<file path="src/rtl/interrupt_pkg.sv">
// -----------------------------------------------------------------------------
// interrupt_pkg
//   Definitions shared by the interrupt path: the InterruptController and
//   the interrupt_dispatcher that sits between the controller and the CPU.
//
//   Contents:
//     WORD_W     - machine word width (12 bits)
//     IRQ_NONE   - next_interrupt value meaning "nothing pending"
//     disp_state_t - dispatcher FSM encoding (IDLE=0, REQ=1, DISMISS=2,
//                    SERVICE=3)
//     ctl_cmd_t  - one command on the controller's command bus
//     is_pending - helper: true when a next_interrupt value names a line
// -----------------------------------------------------------------------------
package interrupt_pkg;

  localparam int WORD_W = 12;

  typedef logic [WORD_W-1:0] word_t;

  localparam word_t IRQ_NONE = 12'o7777;

  typedef enum logic [1:0] {
    ST_IDLE    = 2'd0,
    ST_REQ     = 2'd1,
    ST_DISMISS = 2'd2,
    ST_SERVICE = 2'd3
  } disp_state_t;

  // One cycle's worth of traffic on the controller command bus.
  typedef struct packed {
    logic  dismiss;
    logic  create;
    word_t data;
  } ctl_cmd_t;

  localparam ctl_cmd_t CTL_CMD_IDLE = '{dismiss: 1'b0, create: 1'b0, data: '0};

  function automatic logic is_pending(input word_t num);
    return (num != IRQ_NONE);
  endfunction

endpackage

</file>
<file path="src/rtl/irq_vector_gen.sv">
// -----------------------------------------------------------------------------
// irq_vector_gen
//   Purely combinational vector address generator:
//     vector = (BASE + (num << SHIFT)) mod 2^WORD_W
//   Kept separate so trap entry logic can reuse the same table layout.
//
//   Parameters:
//     BASE   - base address of the vector table
//     SHIFT  - log2 of words per vector entry
//   Ports:
//     num    in  WORD_W  interrupt / trap number
//     vector out WORD_W  handler address
// -----------------------------------------------------------------------------
module irq_vector_gen
  import interrupt_pkg::*;
#(
  parameter logic [WORD_W-1:0] BASE  = 12'o0100,
  parameter int                SHIFT = 1
) (
  input  logic [WORD_W-1:0] num,
  output logic [WORD_W-1:0] vector
);

  logic [WORD_W-1:0] offset;

  // Bits shifted out the top are dropped: the table wraps modulo 2^WORD_W,
  // so large software numbers still land on a well-defined address.
  assign offset = num << SHIFT;
  assign vector = BASE + offset;

endmodule

</file>
<file path="src/rtl/interrupt_dispatcher.sv">
// -----------------------------------------------------------------------------
// interrupt_dispatcher
//   Sits between the InterruptController and the CPU core. It watches the
//   controller's next_interrupt, raises a request/acknowledge handshake to
//   the CPU when interrupts are enabled and no handler is active, supplies
//   the handler vector, dismisses the taken interrupt at the controller, and
//   tracks single-level in-service state until the CPU returns.
//   It also owns the controller command bus, passing CPU software
//   create/dismiss commands through except in the one cycle it needs the bus.
//
//   CPU handshake: irq_req rises with irq_num/irq_vector valid and all three
//   stay stable until the CPU pulses irq_ack; the request drops on the edge
//   that samples irq_ack. cpu_busy=1 in a cycle means the CPU command
//   presented that cycle was not forwarded and must be reissued.
//
//   Ports:
//     clk, rst        clock, asynchronous active-low reset
//     next_interrupt  highest-priority pending number (IRQ_NONE = none)
//     ie_set, ie_clr  enable / disable strobes (clear wins)
//     irq_ack         CPU takes the request
//     irq_return      CPU returns from the handler
//     cpu_dismiss, cpu_create, cpu_data   CPU software command
//     irq_req, irq_vector, irq_num        request, handler address, number
//     ie, in_service  enable flag, handler active
//     cpu_busy        CPU command rejected this cycle
//     ctl_dismiss, ctl_create, ctl_data   controller command bus
//     dbg_state       current FSM state (interrupt_pkg::disp_state_t)
// -----------------------------------------------------------------------------
module interrupt_dispatcher
  import interrupt_pkg::*;
#(
  parameter logic [WORD_W-1:0] VECTOR_BASE  = 12'o0100,
  parameter int                VECTOR_SHIFT = 1
) (
  input  logic              clk,
  input  logic              rst,
  input  logic [WORD_W-1:0] next_interrupt,
  input  logic              ie_set,
  input  logic              ie_clr,
  input  logic              irq_ack,
  input  logic              irq_return,
  input  logic              cpu_dismiss,
  input  logic              cpu_create,
  input  logic [WORD_W-1:0] cpu_data,
  output logic              irq_req,
  output logic [WORD_W-1:0] irq_vector,
  output logic [WORD_W-1:0] irq_num,
  output logic              ie,
  output logic              in_service,
  output logic              cpu_busy,
  output logic              ctl_dismiss,
  output logic              ctl_create,
  output logic [WORD_W-1:0] ctl_data,
  output logic [1:0]        dbg_state
);

  // ---------------------------------------------------------------------------
  // Registered state
  // ---------------------------------------------------------------------------
  disp_state_t       state_q, state_d;
  logic              ie_q, ie_d;
  logic              irq_req_q, irq_req_d;
  logic [WORD_W-1:0] irq_num_q, irq_num_d;
  logic              in_service_q, in_service_d;

  always_ff @(posedge clk or negedge rst) begin
    if (!rst) begin
      state_q      <= ST_IDLE;
      ie_q         <= 1'b0;
      irq_req_q    <= 1'b0;
      irq_num_q    <= IRQ_NONE;
      in_service_q <= 1'b0;
    end else begin
      state_q      <= state_d;
      ie_q         <= ie_d;
      irq_req_q    <= irq_req_d;
      irq_num_q    <= irq_num_d;
      in_service_q <= in_service_d;
    end
  end

  // ---------------------------------------------------------------------------
  // Enable flag: independent of the FSM, clear beats set.
  // ---------------------------------------------------------------------------
  always_comb begin
    ie_d = ie_q;
    if (ie_clr) begin
      ie_d = 1'b0;
    end else if (ie_set) begin
      ie_d = 1'b1;
    end
  end

  // ---------------------------------------------------------------------------
  // Next-state and registered-output logic
  // ---------------------------------------------------------------------------
  always_comb begin
    state_d      = state_q;
    irq_req_d    = irq_req_q;
    irq_num_d    = irq_num_q;
    in_service_d = in_service_q;

    unique case (state_q)
      ST_IDLE: begin
        // Uses the registered enable, so an ie_set takes one edge to count.
        if (ie_q && is_pending(next_interrupt)) begin
          state_d   = ST_REQ;
          irq_num_d = next_interrupt;
          irq_req_d = 1'b1;
        end
      end

      ST_REQ: begin
        // The number is frozen here; a later higher-priority arrival waits
        // for the next pass through IDLE. ie changes do not cancel.
        if (irq_ack) begin
          state_d   = ST_DISMISS;
          irq_req_d = 1'b0;
        end
      end

      ST_DISMISS: begin
        state_d      = ST_SERVICE;
        in_service_d = 1'b1;
      end

      ST_SERVICE: begin
        // Single-level: nothing is requested until the handler returns.
        // irq_num stays readable until the next capture.
        if (irq_return) begin
          state_d      = ST_IDLE;
          in_service_d = 1'b0;
        end
      end

      default: begin
        state_d = ST_IDLE;
      end
    endcase
  end

  // ---------------------------------------------------------------------------
  // Combinational outputs: controller command bus mux and CPU back-pressure
  // ---------------------------------------------------------------------------
  ctl_cmd_t ctl_cmd;
  logic     cpu_busy_c;

  always_comb begin
    ctl_cmd    = CTL_CMD_IDLE;
    cpu_busy_c = 1'b0;
    if (!rst) begin
      // Drop any command while reset is held so the controller sees nothing.
      ctl_cmd    = CTL_CMD_IDLE;
      cpu_busy_c = 1'b0;
    end else if (state_q == ST_DISMISS) begin
      ctl_cmd.dismiss = 1'b1;
      ctl_cmd.create  = 1'b0;
      ctl_cmd.data    = irq_num_q;
      cpu_busy_c      = cpu_dismiss | cpu_create;
    end else begin
      ctl_cmd.dismiss = cpu_dismiss;
      ctl_cmd.create  = cpu_create;
      ctl_cmd.data    = cpu_data;
    end
  end

  // ---------------------------------------------------------------------------
  // Vector generation from the registered number: valid alongside irq_req.
  // ---------------------------------------------------------------------------
  irq_vector_gen #(
    .BASE  (VECTOR_BASE),
    .SHIFT (VECTOR_SHIFT)
  ) u_vector_gen (
    .num    (irq_num_q),
    .vector (irq_vector)
  );

  assign irq_req     = irq_req_q;
  assign irq_num     = irq_num_q;
  assign ie          = ie_q;
  assign in_service  = in_service_q;
  assign cpu_busy    = cpu_busy_c;
  assign ctl_dismiss = ctl_cmd.dismiss;
  assign ctl_create  = ctl_cmd.create;
  assign ctl_data    = ctl_cmd.data;
  assign dbg_state   = state_q;

endmodule

</file>
<file path="config.mk">
export PLATFORM = sky130hd
export DESIGN_NAME = interrupt_dispatcher
export DESIGN_NICKNAME = d
export VERILOG_FILES = /design/src/rtl/interrupt_pkg.sv /design/src/rtl/irq_vector_gen.sv /design/src/rtl/interrupt_dispatcher.sv
export SDC_FILE = /design/constraint.sdc
export NUM_CORES = 1
export LEC_CHECK = 0
export CELL_PAD_IN_SITES_DETAIL_PLACEMENT = 0
export CELL_PAD_IN_SITES_GLOBAL_PLACEMENT = 2
export CORE_MARGIN = 5
export CORE_UTILIZATION = 19
export DETAILED_ROUTE_END_ITERATION = 8
export GPL_ROUTABILITY_DRIVEN = 0
export PLACE_DENSITY = 0.78
export SYNTH_ARGS = -nofsm -noshare
export SYNTH_HDL_FRONTEND = slang
export SYNTH_SLANG_ARGS = --single-unit
</file>
<file path="constraint.sdc">
create_clock -name clk -period 1.6 [get_ports clk]
set_input_delay 0.32 -clock clk [delete_from_list [all_inputs] [get_ports clk]]
set_output_delay 0.32 -clock clk [all_outputs]
set_load 0.02 [all_outputs]
</file>
==> results by stage, run 1 <==
Outcome:
- The run finished, with violations left.
- The checks that failed: setup timing.

Power:
- The internal power contribution is 0.00272 W.
- The leakage component of the power is 1.20 nW.
- The share of total power dissipated in sequential elements is 20.5%.
- The share of power burned in the clock network is 6.8%.
- The worst ir drop on vdd is 916 uV.
- The total net switching power is 0.00193 W.
- The power density relative to cell area is 1910 nW/um^2.
- The design draws 0.00465 W.
- The switching share of power is 41.5%.
- The share of power burned in combinational logic is 72.7%.

Timing:
- Setup repair after global routing could not meet its margin everywhere.
- The clock arrives with 0.00586 ns of skew.
- For this run, the top clock speed supported by timing is 555 MHz.
- The worst setup margin is -0.201 ns.
- The minimum period implied by the final worst setup slack is 1.80 ns.
- On the final layout, the worst hold slack is 0.333 ns.
- The worst path uses 113% of the clock period.
- The number of hold-slack violations in the final timing report is 0.
- The count of final max-slew check failures came to 0.
- The setup-violating endpoint count in the final report is 17.

Worst setup path:
- The worst register-to-register path has a depth of 6.
- The type of origin of the critical path is a flop.
- The cell with the biggest individual delay on the critical path is dfrtp_2.
- The peak per-stage delay on the critical path is 0.41 ns.
- The cell family contributing the most delay on the critical path is flip-flops.
- For flop-to-flop paths, the worst setup slack is 0.04 ns.
- The critical path in this run is classified as reg2out.
- The category of the worst setup path capture point is a primary output.
- The maximum fanout along the worst path is 10.
- The data arrival time of the critical path is 1.48 ns.
- The number of buffers and inverters on the critical path is 3.
- The critical path required time is 1.28 ns.
- Walking the worst path, the cells encountered are inv_2 > ha_4 > buf_12 > mux2i_2 > nor2b_2 > buf_2.
- The critical register-to-register path endpoint is dbg_state[1].
- The origin of the critical flop-to-flop path is dbg_state[1].

Route:
- For this run, design rule violations remaining after detail routing come to 0.
- The number of DRC markers in iteration 0 is 17.
- The detailed-route wire length is 3880 um.
- The total number of vias is 1,137.
- Using the TritonRoute via totals, the vias-per-cell ratio works out to 3.83.
- The number of routed nets with antenna violations is 0.
- The wire length per cell after detailed routing is 13.1 um.
- The first TritonRoute pass finished after 3 iterations.

Global routing:
- The global-route usage over all layers is 9.29%.
- The number of global-route vias before repair is 1,273.
- The initial antenna violation count is 1.
- The global-route wire length before repair is 6200 um.
- The total overflow left after global routing is 0.
- Entering global routing, the biggest net connects 20 pins.

Clock tree:
- TritonCTS built the clock tree.
- The clock-pin transition on the worst setup and hold timing paths is 0.07 ns.
- The clock latency of the later-clocked register in the worst-skew pair is 0.25 ns.
- The TritonCTS buffer count is 3.
- The maximum buffer depth of the clock tree is 2.
- The number of clock sinks is 17.
- The number of H-tree levels is 1.
- The hold-fix buffer count after cts is 0.
- The clock root buffer master is clkbuf_8.

Final layout:
- The growth of design area from synthesis to finish is 102%.
- The fraction of layout instances using a drive strength above 1 is 55.3%.
- Cells fill 38.9% of the core in the end.
- After the last flow step, the layout net total stands at 258.

Die:
- The initial core utilization is 19.2%.
- The die extent in y is 89.7 um.
- The width of the die is 89.7 um.
- The top-level I/O count is 76.
- The number of placement rows is 29.
- The area of the core is 6280 um^2.
- The die covers 8050 um^2.

Placement:
- The detailed placer's ending HPWL is 3080 um.
- The count of buffers inserted at the top-level ports is 74.
- The post-placement worst setup slack is -0.472 ns.

Yosys:
- The number of nets in the synthesized netlist is 146.
- The proportion of synthesized chip area in sequential cells is 36.5%.
- The synthesized area per cell is 11.2 um^2.
- Synthesis handed over a netlist of 108 instances.
- The warning count from the yosys run is 0.
- The post-synthesis cell type count is 28.
- In this run, synthesis produced a sequential element count of 17.
- The area of the mapped netlist is 1210 um^2.

Hold path:
- The path class of the tightest hold or removal check is in2async.

Run:
- Across the run, the number of max-cap violations was 0.
## timing repair
item	4_1_cts	5_1_grt
cloned	0	1
setup buffers	6	0
resized for setup	136	27
pin swaps	8	2
endpoints found under the setup margin	55	28
## sequential cells by signal (all words and copies together) (netlist names)
signal	cells
irq_num	12
irq_req	1
in_service	1
dbg_state	2
ie	1
## cell usage after synthesis
master    count  area, um^2
mux2i_1      13         130
dfstp_2      12         315
nor2b_1      12        75.1
mux2_4       10         150
buf_4         6        45.0
ha_1          6        75.1
inv_1         6        22.5
nor2_1        6        22.5
dfrtp_1       5         125
nand3_1       5        25.0
mux2_2        3        33.8
nand2_1       3        11.3
nand4_1       3        18.8
buf_2         2        10.0
xnor2_1       2        17.5
xor2_1        2        17.5
a21o_2        1        8.76
buf_12        1        20.0
clkbuf_1      1        3.75
conb_1        1        3.75
nand2b_1      1        6.26
nand3b_4      1        20.0
nor3_2        1        10.0
o211a_1       1        10.0
o211ai_1      1        7.51
o21a_1        1        7.51
o221ai_1      1        8.76
o22ai_1       1        6.26
## cell type report
type                       instances  area, um^2
fill                             645        3840
timing repair buffer             117        1040
multi-input combinational         75         783
sequential                        17         443
tap                               77        96.3
clock buffer                       4        45.0
inverter                           6        27.5
antenna                            1        2.50
## per-layer routing
layer | GRT usage [%] | share of wire (%) | vias up | routed length (um)
li1 | - | - | 590 | -
met3 | 3.01 | 7.8 | 2 | 301
met5 | 0 | 0 | - | 0
met1 | 11.0 | 41 | 510 | 1590
met4 | 2.27 | 0.59 | 0 | 23
met2 | 16.2 | 51 | 35 | 1970
## power by group through the flow
stage | Combinational [W] | Sequential [W] | Clock (W)
finish | 0.00338 | 0.000955 | 0.000316
global route | 0.00364 | 0.000994 | 0.000338
CTS | 0.00331 | 0.000930 | 0.000332
detailed placement | 0.00344 | 0.000924 | 0
global placement | 0.00344 | 0.000914 | 0
floorplan | 0.00146 | 0.00126 | 0
## through the flow
stage | area, um^2 | instances | setup TNS (ns)
final | 2440 | 297 | -1.94
after global routing | 2440 | 297 | -3.43
after CTS | 2360 | 295 | -2.49
after detailed placement | 2320 | 286 | -13.12
after global placement | 2320 | 286 | -12.77
after floorplan | 1250 | 108 | -0.00677
## placed cells by master (no fill, tap or decap), types with 3 or more instances in the layout
master            n
nor2b_2           5
ha_4              4
clkbuf_2          5
dfstp_2          12
dfrtp_1           3
buf_6             7
mux2_4           11
nor2_1            5
buf_4            41
mux2i_1          11
buf_2             9
clkbuf_8          3
buf_12            5
nand4_1           3
inv_1             4
nand3_1           3
nor2b_1           7
clkdlybuf4s50_1  19
dlygate4sd2_1    28
## worst min-delay path, delay by kind of cell
kind                   cells  cell delay (ns)
buffers and inverters      3             0.60
## worst max-delay path by stage
stage                       startpoint      endpoint  slack, ns  depth (start not counted)
after floorplan           dbg_state[0]   ctl_data[9]     -0.003                          6
after global placement             rst   ctl_data[9]      -0.46                          4
after detailed placement           rst   ctl_data[3]      -0.47                          4
after CTS                 dbg_state[0]  ctl_data[11]      -0.22                          6
after global routing      dbg_state[0]  ctl_data[11]      -0.26                          6
final                     dbg_state[0]  ctl_data[11]      -0.20                          6
## cell families (layout without fill, tap and decap cells)
family | Yosys count | count (layout) | share of synthesized area [%]
and+or+nand+nor | 32 | 32 | 15.6
muxes | 26 | 26 | 26.0
DFF | 17 | 17 | 36.5
buffers and inverters | 16 | 127 | 8.39
adders and majority gates | 6 | 6 | 6.22
AOI/OAI and AO/OA | 6 | 6 | 4.04
xor gates and xnor gates | 4 | 4 | 2.90
other | 1 | 2 | 0.311
No activity file was read; power rests on OpenSTA's default activity.
==> run 2, diff against run 1 <==
Settings changed: GPL_ROUTABILITY_DRIVEN 0 to unset.
==> results of run 2 <==
The final DEF is identical to that of run 1; final timing and power are the same.
==> RTL change: new RTL, settings of run 2 <==
`WORD_W`: 12 -> 24. Comments in the files are not updated.
--- a/src/rtl/interrupt_pkg.sv
+++ b/src/rtl/interrupt_pkg.sv
@@ -13,7 +13,7 @@
 // -----------------------------------------------------------------------------
 package interrupt_pkg;
 
-  localparam int WORD_W = 12;
+  localparam int WORD_W = 24;
 
   typedef logic [WORD_W-1:0] word_t;
 
Ports: changed (5 resized); port bits go from 76 to 136. No check against the original RTL was run, so the function may have changed too.
==> RTL change against run 2 <==
  * Sequential cell count is 12 higher
  * Cell area is 110% higher
  * Total power is 110% higher
  * First-iteration DRC count grew to 3.2 times the old value
  * The run still ends with negative setup slack left
  * Largest cell class unchanged
  * Routed wire length is 130% higher
  * Critical endpoint is now irq_vector[23]
  * Global-route usage is 3.0 points higher
  * Synthesized area is 82% higher
  * Fmax is 14% lower
  * Setup slack worse by 0.30 ns
  * Combinational power is 120% higher
==> RTL change: results (changes against run 2) <==
[pwr]
leakage_nw=2.38  ; +99%
switchingPower_mw=4.07  ; +110%
peakVddDrop_mv=1.01  ; +10%
power_sequential_mw=1.50  ; +57%

[sta]
hold_slack_ns=0.127  ; -0.207 ns
setup-tns-final_ns=-17.95  ; -16.01 ns
fin_skew_ns=0.00461  ; -0.00126 ns
setup_viol=70  ; +53
setup_slack_ns=-0.503  ; -0.303 ns

[grt]
grt_max_degree=31  ; +55%
grt_pass1_vias=2610  ; +110%
grt_pass1_wl_um=13900  ; +120%
antenna_found_initial=0  ; -1

[setup_path]
reg2reg_slack_ns=-0.23  ; -0.27 ns
rr_worst_depth=9  ; +3
endpoint=irq_vector[23]

[final_layout]
largest_register_ffs=24  ; +12
clkbuf_count=6  ; +2
seq_area_share_pct=14.7  ; -3.4 points
utilization_pct=44.5  ; +5.6 points
fin_cells=583  ; +96%
multi_input_area_um2=1760  ; +120%
nets=500  ; +94%
drive_above_1_share_pct=65.7  ; +10 points
num-multi-input-gates=158  ; +110%
n_all_buffers=241  ; +110%
seq_cell_count=29  ; +12

[status]
status=finished with violations
violations=negative setup slack

[drt]
wire_per_inst_um=15.0  ; +15%
via_count=2383  ; +110%

[placement]
dp_slack_ns=-0.785  ; -0.313 ns
gp_congestion=0.785  ; +2.4%
io_buffers=134  ; +81%
post-place-cells=539  ; +88%

[clocking]
cts-resized-gates=368  ; +170%
cts_buffers=5  ; +2
clk_latency_ns=0.27  ; +0.02 ns

[synth]
syn_avg_cell_area_um2=10.7  ; -4.2%
synth.cell_area_um2=2190  ; +82%

RTL change: cell count changes in the layout (fill, tap and decap cells not counted), sizes merged, moves of 3 or more:
cell / delta
and4: +5
buf: +98
clkbuf: +3
clkdlybuf4s15: +4
clkdlybuf4s50: +11
dfrtp: +12
dlygate4sd2: +10
mux2: +11
mux2i: +12
nand2: +10
nor2b: +15
xnor2: +9
xor2: +3
RTL change: how the worst min path moves through the flow:
stage / from / endpoint
finish: rst / dbg_state[1]
global route: rst / irq_req
CTS: rst / dbg_state[1]
detailed placement: rst / irq_req
global placement: rst / irq_req
floorplan: rst / dbg_state[0]
RTL change: worst max-delay path, cell delays in order (launching register included):
cell and delay [ns]:
dfstp_2 0.56, and4_4 0.23, and4_4 0.24, nand4_1 0.15
xnor2_2 0.16, buf_4 0.16
RTL change: layer usage:
metal	vias to the layer above	global-route usage (%)	routed length, um
li1	1182	-	-
met1	1143	14.2	3490
met2	56	22.9	4860
met3	2	2.74	343
met4	0	2.80	54
met5	-	0	0
